**src/rtl/mem_lsu.sv**
```systemverilog
// mem_lsu -- MEM-stage load/store unit with a handshake data bus.
//
// One memory access at a time walks IDLE -> REQ -> DONE. While the access is
// in flight the unit raises stallreq. Loads are extended or merged into the
// write-back value when the data arrives. Stores drive byte lanes and
// replicated data onto the bus. A bounded wait counter aborts an access
// that never gets an acknowledge.
//
// Ports
//   clk, rst                  clock, synchronous active-high reset
//   wd_i/wreg_i/wdata_i       write-back fields from EX/MEM
//   aluop_i                   operation subtype (EXE_*_OP encoding)
//   mem_addr_i, reg2_i        effective address; store data or rt for lwl/lwr
//   flush                     pipeline flush, abandons any access
//   dm_ce/dm_we/dm_addr/dm_sel/dm_data_o   bus request side
//   dm_data_i/dm_ack          bus response side (ack is one cycle)
//   wd_o/wreg_o/wdata_o       write-back fields to MEM/WB
//   stallreq                  stall request to the pipeline control
//   bus_err                   one-cycle pulse when an access times out
//
// Configuration macro: LSU_UNALIGNED_EN enables lwl/lwr/swl/swr. Without it
// those four ops do no bus access and never write back.
module mem_lsu #(
  parameter int unsigned TIMEOUT_CYC = 255
) (
  input  logic        clk,
  input  logic        rst,
  input  logic [4:0]  wd_i,
  input  logic        wreg_i,
  input  logic [31:0] wdata_i,
  input  logic [7:0]  aluop_i,
  input  logic [31:0] mem_addr_i,
  input  logic [31:0] reg2_i,
  input  logic        flush,
  output logic        dm_ce,
  output logic        dm_we,
  output logic [31:0] dm_addr,
  output logic [3:0]  dm_sel,
  output logic [31:0] dm_data_o,
  input  logic [31:0] dm_data_i,
  input  logic        dm_ack,
  output logic [4:0]  wd_o,
  output logic        wreg_o,
  output logic [31:0] wdata_o,
  output logic        stallreq,
  output logic        bus_err
);

  localparam logic [7:0] EXE_LB_OP  = 8'b1110_0000;
  localparam logic [7:0] EXE_LBU_OP = 8'b1110_0100;
  localparam logic [7:0] EXE_LH_OP  = 8'b1110_0001;
  localparam logic [7:0] EXE_LHU_OP = 8'b1110_0101;
  localparam logic [7:0] EXE_LW_OP  = 8'b1110_0011;
  localparam logic [7:0] EXE_LWL_OP = 8'b1110_0010;
  localparam logic [7:0] EXE_LWR_OP = 8'b1110_0110;
  localparam logic [7:0] EXE_SB_OP  = 8'b1110_1000;
  localparam logic [7:0] EXE_SH_OP  = 8'b1110_1001;
  localparam logic [7:0] EXE_SW_OP  = 8'b1110_1011;
  localparam logic [7:0] EXE_SWL_OP = 8'b1110_1010;
  localparam logic [7:0] EXE_SWR_OP = 8'b1110_1110;
  localparam logic [4:0] NOP_REG_ADDR = 5'b00000;
  // Last counter value still allowed to wait; the next ack-less cycle aborts.
  localparam logic [7:0] TO_LAST = 8'(TIMEOUT_CYC - 1);

  typedef enum logic [1:0] {ST_IDLE, ST_REQ, ST_DONE} state_t;

  function automatic logic is_load(input logic [7:0] op);
    case (op)
      EXE_LB_OP, EXE_LBU_OP, EXE_LH_OP, EXE_LHU_OP, EXE_LW_OP: is_load = 1'b1;
`ifdef LSU_UNALIGNED_EN
      EXE_LWL_OP, EXE_LWR_OP: is_load = 1'b1;
`endif
      default: is_load = 1'b0;
    endcase
  endfunction

  function automatic logic is_store(input logic [7:0] op);
    case (op)
      EXE_SB_OP, EXE_SH_OP, EXE_SW_OP: is_store = 1'b1;
`ifdef LSU_UNALIGNED_EN
      EXE_SWL_OP, EXE_SWR_OP: is_store = 1'b1;
`endif
      default: is_store = 1'b0;
    endcase
  endfunction

  function automatic logic is_unaligned(input logic [7:0] op);
    is_unaligned = (op == EXE_LWL_OP) || (op == EXE_LWR_OP) ||
                   (op == EXE_SWL_OP) || (op == EXE_SWR_OP);
  endfunction

  // {sel, write data}. Big-endian: sel bit3 is the byte at offset 0.
  // Misaligned low bits of half/word ops are simply dropped.
  function automatic logic [35:0] lanes(input logic [7:0] op, input logic [1:0] off,
                                        input logic [31:0] r);
    case (op)
      EXE_LB_OP, EXE_LBU_OP:  lanes = {4'b1000 >> off, 32'h0};
      EXE_LH_OP, EXE_LHU_OP:  lanes = {(off[1] ? 4'b0011 : 4'b1100), 32'h0};
      EXE_LW_OP:              lanes = {4'b1111, 32'h0};
      EXE_SB_OP:              lanes = {4'b1000 >> off, {4{r[7:0]}}};
      EXE_SH_OP:              lanes = {(off[1] ? 4'b0011 : 4'b1100), {2{r[15:0]}}};
      EXE_SW_OP:              lanes = {4'b1111, r};
`ifdef LSU_UNALIGNED_EN
      EXE_LWL_OP, EXE_LWR_OP: lanes = {4'b1111, 32'h0};
      // ~off == 3 - off for a 2-bit offset
      EXE_SWL_OP:             lanes = {4'b1111 >> off, r >> {off, 3'b000}};
      EXE_SWR_OP:             lanes = {4'b1111 << ~off, r << {~off, 3'b000}};
`endif
      default:                lanes = 36'h0;
    endcase
  endfunction

  function automatic logic [31:0] load_ext(input logic [7:0] op, input logic [1:0] off,
                                           input logic [31:0] w);
    logic [7:0]  b;
    logic [15:0] h;
    b = 8'(w >> {~off, 3'b000});
    h = off[1] ? w[15:0] : w[31:16];
    case (op)
      EXE_LB_OP:  load_ext = {{24{b[7]}}, b};
      EXE_LBU_OP: load_ext = {24'h0, b};
      EXE_LH_OP:  load_ext = {{16{h[15]}}, h};
      EXE_LHU_OP: load_ext = {16'h0, h};
      default:    load_ext = w;
    endcase
  endfunction

`ifdef LSU_UNALIGNED_EN
  // lwl keeps the low bytes of rt below the loaded bytes; lwr keeps the high ones.
  function automatic logic [31:0] load_merge(input logic [7:0] op, input logic [1:0] off,
                                             input logic [31:0] w, input logic [31:0] r);
    if (op == EXE_LWL_OP) begin
      case (off)
        2'd0:    load_merge = w;
        2'd1:    load_merge = {w[23:0], r[7:0]};
        2'd2:    load_merge = {w[15:0], r[15:0]};
        default: load_merge = {w[7:0], r[23:0]};
      endcase
    end else if (op == EXE_LWR_OP) begin
      case (off)
        2'd0:    load_merge = {r[31:8], w[31:24]};
        2'd1:    load_merge = {r[31:16], w[31:16]};
        2'd2:    load_merge = {r[31:24], w[31:8]};
        default: load_merge = w;
      endcase
    end else begin
      load_merge = load_ext(op, off, w);
    end
  endfunction
`endif

  state_t      state_q, state_d;
  logic [7:0]  cnt_q, cnt_d;
  logic [31:0] result_q, result_d;
  logic        timeout_q, timeout_d;
  logic [31:2] addr_q, addr_d;
  logic [3:0]  sel_q, sel_d;
  logic [31:0] sdata_q, sdata_d;
  logic [4:0]  wd_q, wd_d;
  logic        wreg_q, wreg_d;
  logic [31:0] wdata_q, wdata_d;
  logic [7:0]  aluop_q, aluop_d;
  logic [1:0]  off_q, off_d;
`ifdef LSU_UNALIGNED_EN
  logic [31:0] reg2_q, reg2_d;
`endif
  logic [35:0] lanes_in;
  logic [31:0] ld_word;

  always_comb begin
    state_d   = state_q;
    cnt_d     = cnt_q;
    result_d  = result_q;
    timeout_d = 1'b0;
    addr_d    = addr_q;
    sel_d     = sel_q;
    sdata_d   = sdata_q;
    wd_d      = wd_q;
    wreg_d    = wreg_q;
    wdata_d   = wdata_q;
    aluop_d   = aluop_q;
    off_d     = off_q;
`ifdef LSU_UNALIGNED_EN
    reg2_d    = reg2_q;
    ld_word   = load_merge(aluop_q, off_q, dm_data_i, reg2_q);
`else
    ld_word   = load_ext(aluop_q, off_q, dm_data_i);
`endif
    lanes_in  = lanes(aluop_i, mem_addr_i[1:0], reg2_i);
    case (state_q)
      ST_IDLE: begin
        cnt_d = 8'd0;
        if (!flush && (is_load(aluop_i) || is_store(aluop_i))) begin
          state_d          = ST_REQ;
          addr_d           = mem_addr_i[31:2];
          {sel_d, sdata_d} = lanes_in;
          wd_d             = wd_i;
          wreg_d           = wreg_i;
          wdata_d          = wdata_i;
          aluop_d          = aluop_i;
          off_d            = mem_addr_i[1:0];
`ifdef LSU_UNALIGNED_EN
          reg2_d           = reg2_i;
`endif
        end
      end
      ST_REQ: begin
        // Flush beats ack; ack beats the timeout on the same cycle.
        if (flush) begin
          state_d = ST_IDLE;
          cnt_d   = 8'd0;
        end else if (dm_ack) begin
          state_d  = ST_DONE;
          cnt_d    = 8'd0;
          result_d = is_load(aluop_q) ? ld_word : wdata_q;
        end else if (cnt_q == TO_LAST) begin
          state_d   = ST_DONE;
          cnt_d     = 8'd0;
          timeout_d = 1'b1;
        end else begin
          cnt_d = cnt_q + 8'd1;
        end
      end
      default: state_d = ST_IDLE;
    endcase
  end

  always_ff @(posedge clk) begin
    if (rst) begin
      state_q   <= ST_IDLE;
      cnt_q     <= 8'd0;
      result_q  <= 32'h0;
      timeout_q <= 1'b0;
    end else begin
      state_q   <= state_d;
      cnt_q     <= cnt_d;
      result_q  <= result_d;
      timeout_q <= timeout_d;
    end
    addr_q  <= addr_d;
    sel_q   <= sel_d;
    sdata_q <= sdata_d;
    wd_q    <= wd_d;
    wreg_q  <= wreg_d;
    wdata_q <= wdata_d;
    aluop_q <= aluop_d;
    off_q   <= off_d;
`ifdef LSU_UNALIGNED_EN
    reg2_q  <= reg2_d;
`endif
  end

  // Outputs follow the current state; rst forces the idle bus and a NOP write-back.
  always_comb begin
    dm_ce     = 1'b0;
    dm_we     = 1'b0;
    dm_addr   = 32'h0;
    dm_sel    = 4'h0;
    dm_data_o = 32'h0;
    wd_o      = NOP_REG_ADDR;
    wreg_o    = 1'b0;
    wdata_o   = 32'h0;
    stallreq  = 1'b0;
    bus_err   = 1'b0;
    if (!rst) begin
      case (state_q)
        ST_IDLE: begin
          wd_o    = wd_i;
          wdata_o = wdata_i;
          if (is_load(aluop_i) || is_store(aluop_i)) stallreq = ~flush;
          else if (is_unaligned(aluop_i))           wreg_o   = 1'b0;
          else                                      wreg_o   = wreg_i & ~flush;
        end
        ST_REQ: begin
          dm_ce     = ~flush;
          dm_we     = is_store(aluop_q) & ~flush;
          dm_addr   = {addr_q, 2'b00};
          dm_sel    = sel_q;
          dm_data_o = sdata_q;
          stallreq  = ~flush;
          wd_o      = wd_q;
        end
        ST_DONE: begin
          wd_o    = wd_q;
          wreg_o  = wreg_q & ~timeout_q & ~flush;
          wdata_o = result_q;
          bus_err = timeout_q;
        end
        default: ;
      endcase
    end
  end

endmodule

```
**config.mk**
```make
export PLATFORM = sky130hd
export DESIGN_NAME = mem_lsu
export DESIGN_NICKNAME = d
export VERILOG_FILES = /design/src/rtl/mem_lsu.sv
export SDC_FILE = /design/constraint.sdc
export NUM_CORES = 1
export LEC_CHECK = 0
export ABC_AREA = 1
export CORE_AREA = 2 2 129 131
export CTS_BUF_LIST = sky130_fd_sc_hd__clkbuf_4 sky130_fd_sc_hd__clkbuf_8
export CTS_CLUSTER_DIAMETER = 200
export CTS_CLUSTER_SIZE = 14
export DETAILED_ROUTE_END_ITERATION = 16
export DIE_AREA = 0 0 131 133
export HOLD_SLACK_MARGIN = 0.1
export PLACE_DENSITY = 0.87
export REMOVE_ABC_BUFFERS = 1
export SLEW_MARGIN = 30
export SYNTH_ARGS = -nofsm -noshare
export SYNTH_HDL_FRONTEND = slang
export SYNTH_SLANG_ARGS = --single-unit
```
**constraint.sdc**
```tcl
create_clock -name clk -period 18.2 [get_ports clk]
set_input_delay 3.64 -clock clk [delete_from_list [all_inputs] [get_ports clk]]
set_output_delay 3.64 -clock clk [all_outputs]
set_load 0.02 [all_outputs]
```
==> results of run 1 <==
==> cells in the final DEF, fill, tap and decap left out, drive strengths merged, types with 6 or more instances in the layout <==
| cell type | netlist | routed |
|---|---|---|
| nand3 | 88 | 88 |
| o211ai | 14 | 14 |
| o21ai | 55 | 55 |
| nor3 | 7 | 7 |
| clkbuf | 28 | 23 |
| nand2 | 269 | 269 |
| edfxtp | 114 | 114 |
| o22ai | 8 | 8 |
| dfxtp | 43 | 43 |
| ha | 6 | 6 |
| a21oi | 68 | 68 |
| buf | 32 | 9 |
| inv | 97 | 97 |
| nand4 | 9 | 9 |
| clkdlybuf4s50 | 0 | 252 |
| nand3b | 7 | 7 |
| o2111ai | 6 | 6 |
| nor2 | 130 | 130 |
==> synth_stat cells, drive strengths merged <==
master	n	share of area, %
a21oi	68	4.5
a31oi	1	0.26
a32oi	3	0.32
a41oi	1	0.20
buf	32	2.3
clkbuf	28	1.3
conb	1	0.045
dfxtp	43	10
edfxtp	114	41
ha	6	0.90
inv	97	4.4
nand2	269	12
nand3	88	6.2
nand3b	7	0.63
nand4	9	0.75
nor2	130	6.9
nor3	7	0.56
nor3b	1	0.090
nor4	2	0.15
o2111ai	6	0.63
o211ai	14	1.3
o21ai	55	3.3
o221ai	2	0.21
o22ai	8	0.60
or2	5	0.38
xnor2	1	0.11
xor2	1	0.11
==> registers in the layout (all words and copies together) (netlist names) <==
name / count
timeout_q: 1
wreg_q: 1
wd_q: 5
sel_q: 4
wdata_q: 32
aluop_q: 8
addr_q: 30
state_q: 2
sdata_q: 32
cnt_q: 8
off_q: 2
result_q: 32
==> report_power, final <==
| part | internal, mW | switching (mW) |
|---|---|---|
| Sequential | 0.384 | 0.00156 |
| Clock | 0.131 | 0.123 |
| Combinational | 0.0536 | 0.0591 |
==> critical path, cell delays in order <==
cell	delay, ns
clkdlybuf4s50_1	0.62
inv_2	0.17
nand2_1	0.13
nand3_2	0.19
nand3_1	0.20
nand2_1	0.14
nor3_1	0.21
or2_2	0.15
clkdlybuf4s50_1	0.62
==> layout make-up <==
cell class	instances	area, µm²
multi-input combinational	686	3400
sequential	157	4280
timing repair buffer	261	2610
clock buffer	23	285
clock inverter	9	95.1
tap	220	275
fill	1281	4850
inverter	97	367
==> cell families after synthesis <==
group | Yosys count
compound gates | 158
xor+xnor | 2
fa+ha+maj | 6
buf+inv | 157
flops | 157
other cells | 1
simple gates | 518
==> worst paths after layout <==
kind / cells past startpoint / to / from
worst min register to register: 2 / result_q[6] / result_q[6]
worst min-delay path: 2 / result_q[6] / result_q[6]
worst max register to register: 10 / result_q[25] / state_q[1]
worst max-delay path: 9 / stallreq / aluop_i[0]
==> layer usage <==
layer  routed length (µm)  global-route usage (%)
met1                 9300                    34.6
met2                11900                    46.5
met3                 2940                    9.87
met4                  819                    11.6
met5                    0                       0
==> metrics by stage <==
step | area, µm² | utilization [%] | power, mW | setup slack (ns) | std cells
6_report | 11300 | 70.0 | 0.753 | 8.49 | 1453
3_5_place_dp | 10900 | 67.4 | 0.506 | 8.50 | 1420
5_1_grt | 11300 | 70.0 | 0.779 | 8.27 | 1453
3_3_place_gp | 10900 | 67.4 | 0.504 | 8.59 | 1420
2_1_floorplan | 8040 | - | 0.438 | 8.63 | 940
4_1_cts | 11300 | 69.8 | 0.756 | 8.50 | 1452
==> run_results.csv, run 1 <==
group,metric,value,unit
detailed_routing,drt.antenna.violating_nets,0,
yosys,synth_area,8330,µm²
timing,max_freq,0.103,GHz
place,dpl.hpwl,17500,µm
cts,clk_latency,0.45,ns
worst_setup_path,cp_data_required_time,14.56,ns
floorplan,dieArea,17400,µm²
timing,slew_headroom,34.8,%
timing,fin_hold_ws,0.470,ns
worst_setup_path,worst-setup-path-type,"input pin to primary output",
cts,cts_resized,0,
cts,cts_setup_buffers,0,
cts,cts_tree,"done",
floorplan,fp.dieH,133,µm
floorplan,io_pins,256,
power,p_leak,4.44,nW
detailed_routing,drt_wl_total,24900,µm
cells_and_area,syn_to_final_growth,35.8,%
worst_setup_path,worst_setup_path_start_kind,"input pin",
timing,skew,0.00920,ns
timing,fin_crit_sh,53.4,%
timing,setup_tns,0,ns
yosys,synth_top_family_by_area,"simple AND/OR/NAND/NOR gates",
grt,grt_pass1_wl,38300,µm
cts,clock-sinks,157,
yosys,synth_xor_area_share,0.210,%
yosys,synthMuxAreaShare,0,%
place,gp_congestion,0.896,
worst_setup_path,worst-r2r-setup-slack,14.83,ns
detailed_routing,wire_per_inst,17.1,µm
cts,root_buffer,"clkbuf_8",
detailed_routing,dr.pass1.iters,5,
power,irDropWorstVdd,0.0449,mV
timing,final_hold_viol_count,0,
floorplan,rows,47,
yosys,synth_seq_cells,157,
yosys,ys_seq_area_share,51.4,%
timing,setup_viol_count_final,0,
cells_and_area,insertedDiodeCount,0,
yosys,avgSynthCellArea,8.34,µm²
floorplan,start_util,51.5,%
timing,worstMarginPinSlew,0.978,ns
worst_setup_path,cp_max_fo,12,
detailed_routing,drc,0,
grt,grt_pass1_vias,7505,
yosys,yosysWarnings,0,
detailed_routing,via_per_inst,5.45,
min_path,hp-class,"flop to flop",
grt,antenna_found_initial,0,
worst_setup_path,worstSetupEndpointType,"primary output",
cts,cts_made_buffers,17,
timing,fin_crit,9.71,ns
yosys,yosys.area_share.simple,28.1,%
run_status,outcome,"finished clean",
floorplan,die_w,131,µm
yosys,syn_inst,999,
power,p_per_area,66.5,nW/µm²
yosys,synth-compound-area-share,11.4,%
cts,htreeDepth,4,
cells_and_area,nNetsFinal,1372,
cts,holdBufCountCts,0,
timing,drv_slew,0,
cts,clock_path_buffers,2,
cts,cts.clk_slew.worst_paths,0.08,ns
cells_and_area,final_layout_size_suffix_gt1_share,8.52,%
grt,grt_max_degree,93,
grt,track_usage,28.6,%
grt,globalRouteOverflowTotal,0,
run,drv_cap,0,
timing,rsz0062_at_grt,"no",
yosys,synth_fa_ha_area_share,0.901,%
yosys,synth.distinct_cells,45,
detailed_routing,drtIter0Drc,893,
place,io_buffer_count,253,
floorplan,coreArea,16200,µm²
worst_setup_path,critPathArrivalTime,6.07,ns
detailed_routing,num_vias,7914,
Note: power is estimated with default switching activity, not from simulation.
==> run 2: changes to the inputs <==
--- a/config.mk
+++ b/config.mk
@@ -6,14 +6,14 @@
 export NUM_CORES = 1
 export LEC_CHECK = 0
 export ABC_AREA = 1
-export CORE_AREA = 2 2 129 131
+export CORE_AREA = 2 2 134 136
 export CTS_BUF_LIST = sky130_fd_sc_hd__clkbuf_4 sky130_fd_sc_hd__clkbuf_8
 export CTS_CLUSTER_DIAMETER = 200
 export CTS_CLUSTER_SIZE = 14
 export DETAILED_ROUTE_END_ITERATION = 16
-export DIE_AREA = 0 0 131 133
+export DIE_AREA = 0 0 136 138
 export HOLD_SLACK_MARGIN = 0.1
-export PLACE_DENSITY = 0.87
+export PLACE_DENSITY = 0.81
 export REMOVE_ABC_BUFFERS = 1
 export SLEW_MARGIN = 30
 export SYNTH_ARGS = -nofsm -noshare
==> constraint.sdc (replaced) <==
create_clock -name clk -period 10 [get_ports clk]
set_input_delay 2 -clock clk [delete_from_list [all_inputs] [get_ports clk]]
set_output_delay 2 -clock clk [all_outputs]
set_load 0.02 [all_outputs]
==> run_results.csv, run 2 (synthesized netlist as in run 1, its figures left out) <==
group,metric,value,unit
timing,drv_slew,0,
worst_setup_path,critPathArrivalTime,4.42,ns
worst_setup_path,cp-startpoint,"aluop_i[0]",
detailed_routing,top_layer_used,"met4",
grt,track_usage,26.4,%
worst_setup_path,endpoint,"stallreq",
grt,globalRouteOverflowTotal,0,
power,p_leak,4.46,nW
grt,grt_pass1_wl,38700,µm
min_path,holdPathStages,2,
floorplan,fp.dieH,138,µm
cells_and_area,fillCellCount,1509,
run,drv_cap,0,
place,placedCellCount,1429,
cells_and_area,syn_to_final_growth,36.3,%
min_path,min_from,"result_q[6]",
timing,final_hold_viol_count,0,
worst_setup_path,worst-r2r-setup-slack,6.78,ns
floorplan,rows,49,
cells_and_area,layout_commonest_cell,"nand2_1",
power,p_per_area,126,nW/µm²
worst_setup_path,r2r-start,"state_q[1]",
grt,grt_pass1_vias,7448,
run_status,outcome,"finished clean",
cts,cts_tree,"done",
detailed_routing,drc,0,
cts,cts_setup_buffers,0,
grt,antenna_found_initial,0,
cts,clock-sinks,157,
place,gp_congestion,0.887,
worst_setup_path,worst-setup-path-type,"input pin to primary output",
worst_setup_path,slowest_stage,"clkdlybuf4s50_1",
cts,htreeDepth,4,
power,irDropWorstVdd,0.0843,mV
timing,fin_crit_sh,64.2,%
cts,clock_path_buffers,2,
cts,cts_made_buffers,17,
cts,clk_latency,0.44,ns
cts,cts.clk_slew.worst_paths,0.08,ns
detailed_routing,drt.antenna.violating_nets,0,
cells_and_area,multiInputGateArea,3400,µm²
worst_setup_path,worstSetupEndpointType,"primary output",
detailed_routing,wire_per_inst,17.0,µm
worst_setup_path,worst_setup_path_start_kind,"input pin",
detailed_routing,drtIter0Drc,586,
place,dpl.hpwl,17400,µm
worst_setup_path,crit_family,"buffers and inverters",
detailed_routing,num_vias,7730,
cells_and_area,nNetsFinal,1371,
place,io_buffer_count,253,
timing,setup_viol_count_final,0,
timing,slew_headroom,42.6,%
worst_setup_path,cp_cell_sequence,"clkdlybuf4s50_1 -> inv_2 -> nand2_1 -> nand3_2 -> nand3_1 -> nand2_1 -> nor3_1 -> or2_2 -> clkdlybuf4s50_1",
cts,holdBufCountCts,0,
grt,grt_max_degree,70,
worst_setup_path,critPathMaxStageDelay,0.61,ns
worst_setup_path,worst-path-buf-inv,3,
floorplan,start_util,47.5,%
timing,skew,0.00988,ns
timing,max_freq,0.156,GHz
floorplan,die_w,136,µm
timing,setup_tns,0,ns
worst_setup_path,cp_max_fo,12,
worst_setup_path,cp_data_required_time,8.00,ns
cells_and_area,register_area,4280,µm²
detailed_routing,drt_wl_total,24900,µm
detailed_routing,wl_met2,12000,µm
timing,worstMarginPinSlew,0.858,ns
cts,cts_resized,0,
floorplan,io_pins,256,
timing,fin_crit,6.42,ns
detailed_routing,wirelength_met1,9600,µm
worst_setup_path,crit_cells,9,
floorplan,coreArea,17500,µm²
worst_setup_path,reg2reg_depth,11,
detailed_routing,met3_length,2670,µm
worst_setup_path,r2r-end,"result_q[3]",
cells_and_area,final_layout_size_suffix_gt1_share,8.85,%
timing,rsz0062_at_grt,"no",
cells_and_area,layout.cells.most_common_list,"nand2_1, clkdlybuf4s50_1, edfxtp_1",
floorplan,dieArea,18800,µm²
cells_and_area,insertedDiodeCount,0,
min_path,hp-class,"flop to flop",
cells_and_area,instances_no_fill,1461,
cells_and_area,reg_top3,"result_q x32, sdata_q x32, wdata_q x32",
cts,root_buffer,"clkbuf_8",
detailed_routing,dr.pass1.iters,5,
detailed_routing,via_per_inst,5.29,
## run 2: changes by cell type in the layout (fill, tap and decap cells not counted), sizes merged
cell,delta
clkinvlp,-1
bufinv,+2
clkbuf,-2
inv,+1
buf,-1
## run 2: metal layers
layer | global-route usage (%) | vias up
met4 | 9.16 | 0
li1 | - | 3756
met2 | 43.5 | 377
met5 | 0 | -
met3 | 8.36 | 41
met1 | 32.5 | 3556
## run 2: layout make-up
| cell class | count | share of cell area, % |
|---|---|---|
| clock buffers | 21 | 2.43 |
| multi-input cells | 686 | 29.9 |
| flip-flops and latches | 157 | 37.7 |
| well taps | 229 | 2.52 |
| repair buffers | 260 | 22.7 |
| clock inverters | 11 | 1.46 |
| inverters | 97 | 3.23 |
## run 2: worst min-delay path by stage
stage | to | slack (ns)
final | result_q[6] | 0.47
after global placement | result_q[6] | 0.45
after floorplan | result_q[3] | 0.44
after detailed placement | result_q[6] | 0.46
after global routing | result_q[6] | 0.51
after CTS | result_q[6] | 0.47
## run 2: worst min-delay path: stages, from the launching register on
cell,delay [ns]
dfxtp_1,0.32
nand2_1,0.06
a21oi_1,0.05
## run 2: power by group
group          internal [mW]  switching, mW  leakage [nW]
combinational         0.0970          0.107          2.79
clock                  0.291          0.239         0.227
sequential             0.699        0.00269          1.45
## run 2: stage by stage
step / total power, mW / setup WS [ns] / utilization (%) / area (µm²) / hold WS (ns)
after floorplan: 0.797 / 2.07 / - / 8040 / 0.440
after global placement: 0.917 / 3.33 / 62.3 / 10900 / 0.454
after detailed placement: 0.920 / 3.59 / 62.3 / 10900 / 0.458
after CTS: 1.45 / 3.58 / 64.8 / 11400 / 0.470
after global routing: 1.49 / 3.39 / 64.8 / 11400 / 0.512
final: 1.44 / 3.58 / 64.8 / 11400 / 0.471
==> run 3: changes to the inputs <==
==> constraint.sdc (replaced) <==
create_clock -name clk -period 6.4 [get_ports clk]
set_input_delay 1.28 -clock clk [delete_from_list [all_inputs] [get_ports clk]]
set_output_delay 1.28 -clock clk [all_outputs]
set_load 0.02 [all_outputs]
==> run_results.csv, run 3 (synthesized netlist as in run 1, its figures left out) <==
group,metric,value,unit
run_status,outcome,"finished clean",
cells_and_area,insertedDiodeCount,0,
detailed_routing,drc,0,
cells_and_area,fillCellCount,1448,
timing,slew_headroom,39.5,%
cts,cts_resized,0,
worst_setup_path,crit_cells,9,
floorplan,io_pins,256,
cells_and_area,layout.cells.most_common_list,"nand2_1, clkdlybuf4s50_1, edfxtp_1",
timing,worstMarginPinSlew,0.905,ns
place,dpl_worst_slack,1.41,ns
floorplan,die_w,136,µm
cells_and_area,layout_commonest_cell,"nand2_1",
cts,clock_path_buffers,2,
min_path,hp-class,"flop to flop",
detailed_routing,drtIter0Drc,705,
worst_setup_path,critPathArrivalTime,3.75,ns
cts,clk_latency,0.45,ns
grt,grt_pass1_wl,39400,µm
min_path,holdPathStages,2,
detailed_routing,drt.antenna.violating_nets,0,
power,p_per_area,192,nW/µm²
cts,clock-sinks,157,
cells_and_area,reg_top3,"result_q x32, sdata_q x32, wdata_q x32",
grt,grt_max_degree,70,
cts,root_buffer,"clkbuf_8",
worst_setup_path,crit_family,"buffers and inverters",
worst_setup_path,cp_data_required_time,5.12,ns
worst_setup_path,worstSetupEndpointType,"primary output",
place,dpl.hpwl,17500,µm
grt,track_usage,26.8,%
timing,fin_ws,1.37,ns
cts,holdBufCountCts,0,
floorplan,start_util,47.5,%
run,drv_cap,0,
cells_and_area,postLayoutCellArea,11400,µm²
timing,drv_slew,0,
timing,skew,0.0106,ns
detailed_routing,wire_per_inst,17.2,µm
grt,antenna_found_initial,0,
worst_setup_path,reg2reg_depth,10,
floorplan,dieArea,18800,µm²
worst_setup_path,worst-path-buf-inv,3,
detailed_routing,via_per_inst,5.33,
detailed_routing,drt_wl_total,25200,µm
cts,cts_tree,"done",
cells_and_area,final_layout_size_suffix_gt1_share,8.60,%
power,irDropWorstVdd,0.125,mV
worst_setup_path,critPathMaxStageDelay,0.62,ns
cells_and_area,nNetsFinal,1373,
grt,grt_pass1_vias,7567,
timing,max_freq,0.199,GHz
detailed_routing,dr.pass1.iters,5,
floorplan,rows,49,
place,dpl_cell_area,11000,µm²
worst_setup_path,worst-setup-path-type,"input pin to primary output",
place,io_buffer_count,253,
place,gp_congestion,0.913,
worst_setup_path,worst_setup_path_start_kind,"input pin",
cts,cts.clk_slew.worst_paths,0.09,ns
worst_setup_path,slowest_stage,"clkdlybuf4s50_1",
timing,fin_crit_sh,78.5,%
worst_setup_path,cp_max_fo,12,
timing,final_hold_viol_count,0,
worst_setup_path,cp_cell_sequence,"clkdlybuf4s50_1 -> inv_2 -> nand2_1 -> nand3_2 -> nand3_1 -> nand2_1 -> nor3_1 -> or2_2 -> clkdlybuf4s50_1",
grt,globalRouteOverflowTotal,0,
floorplan,coreArea,17500,µm²
detailed_routing,num_vias,7796,
cts,cts_made_buffers,17,
floorplan,fp.dieH,138,µm
timing,setup_viol_count_final,0,
cts,cts_setup_buffers,0,
timing,fin_crit,5.03,ns
power,p_leak,4.45,nW
cells_and_area,syn_to_final_growth,36.3,%
cts,htreeDepth,4,
timing,rsz0062_at_grt,"no",
## run 3: path summary, 6_finish.rpt
path	start	to	slack (ns)
max	aluop_i[0]	stallreq	1.37
min	result_q[3]	result_q[3]	0.47
max reg2reg	state_q[1]	result_q[3]	3.22
min reg2reg	result_q[3]	result_q[3]	0.47
## run 3: layer usage
metal	vias up	global-route usage (%)	share of wire, %
met2	381	43.2	48
li1	3755	-	-
met4	0	9.38	2.6
met5	-	0	0
met3	44	9.20	11
met1	3616	33.3	39
## run 3: cell type report
| cell class | instances | area (µm²) | area share [%] |
|---|---|---|---|
| Clock buffer | 19 | 249 | 2.19 |
| Clock inverter | 12 | 146 | 1.29 |
| Inverter | 97 | 367 | 3.23 |
| Multi-Input combinational cell | 686 | 3400 | 29.9 |
| Sequential cell | 157 | 4280 | 37.7 |
| Tap cell | 229 | 287 | 2.52 |
| Timing Repair Buffer | 262 | 2630 | 23.1 |
## run 3: metrics by stage
step	instances	hold WS, ns	util (%)	TNS, ns	power (mW)
4_1_cts	1462	0.469	64.8	0	2.19
2_1_floorplan	940	0.440	-	-92.42	1.25
3_5_place_dp	1431	0.456	62.5	0	1.44
5_1_grt	1462	0.486	64.8	0	2.27
6_report	1462	0.473	64.8	0	2.18
3_3_place_gp	1430	0.453	62.4	0	1.43
## run 3: where the power goes
part | total [mW] | switching (mW) | internal (mW)
Sequential | 1.10 | 0.00433 | 1.09
Combinational | 0.321 | 0.168 | 0.153
Clock | 0.766 | 0.377 | 0.389
Total | 2.18 | 0.549 | 1.63
## run 3: worst reg2reg max path, stage by stage (launching register included)
cell and delay [ns]:
dfxtp_1 0.34, inv_1 0.09, ha_2 0.65, inv_2 0.11, nor2_1 0.19, nand2_1 0.56
inv_2 0.73, o21ai_0 0.19, inv_1 0.08, nand2_1 0.05, a21oi_1 0.11
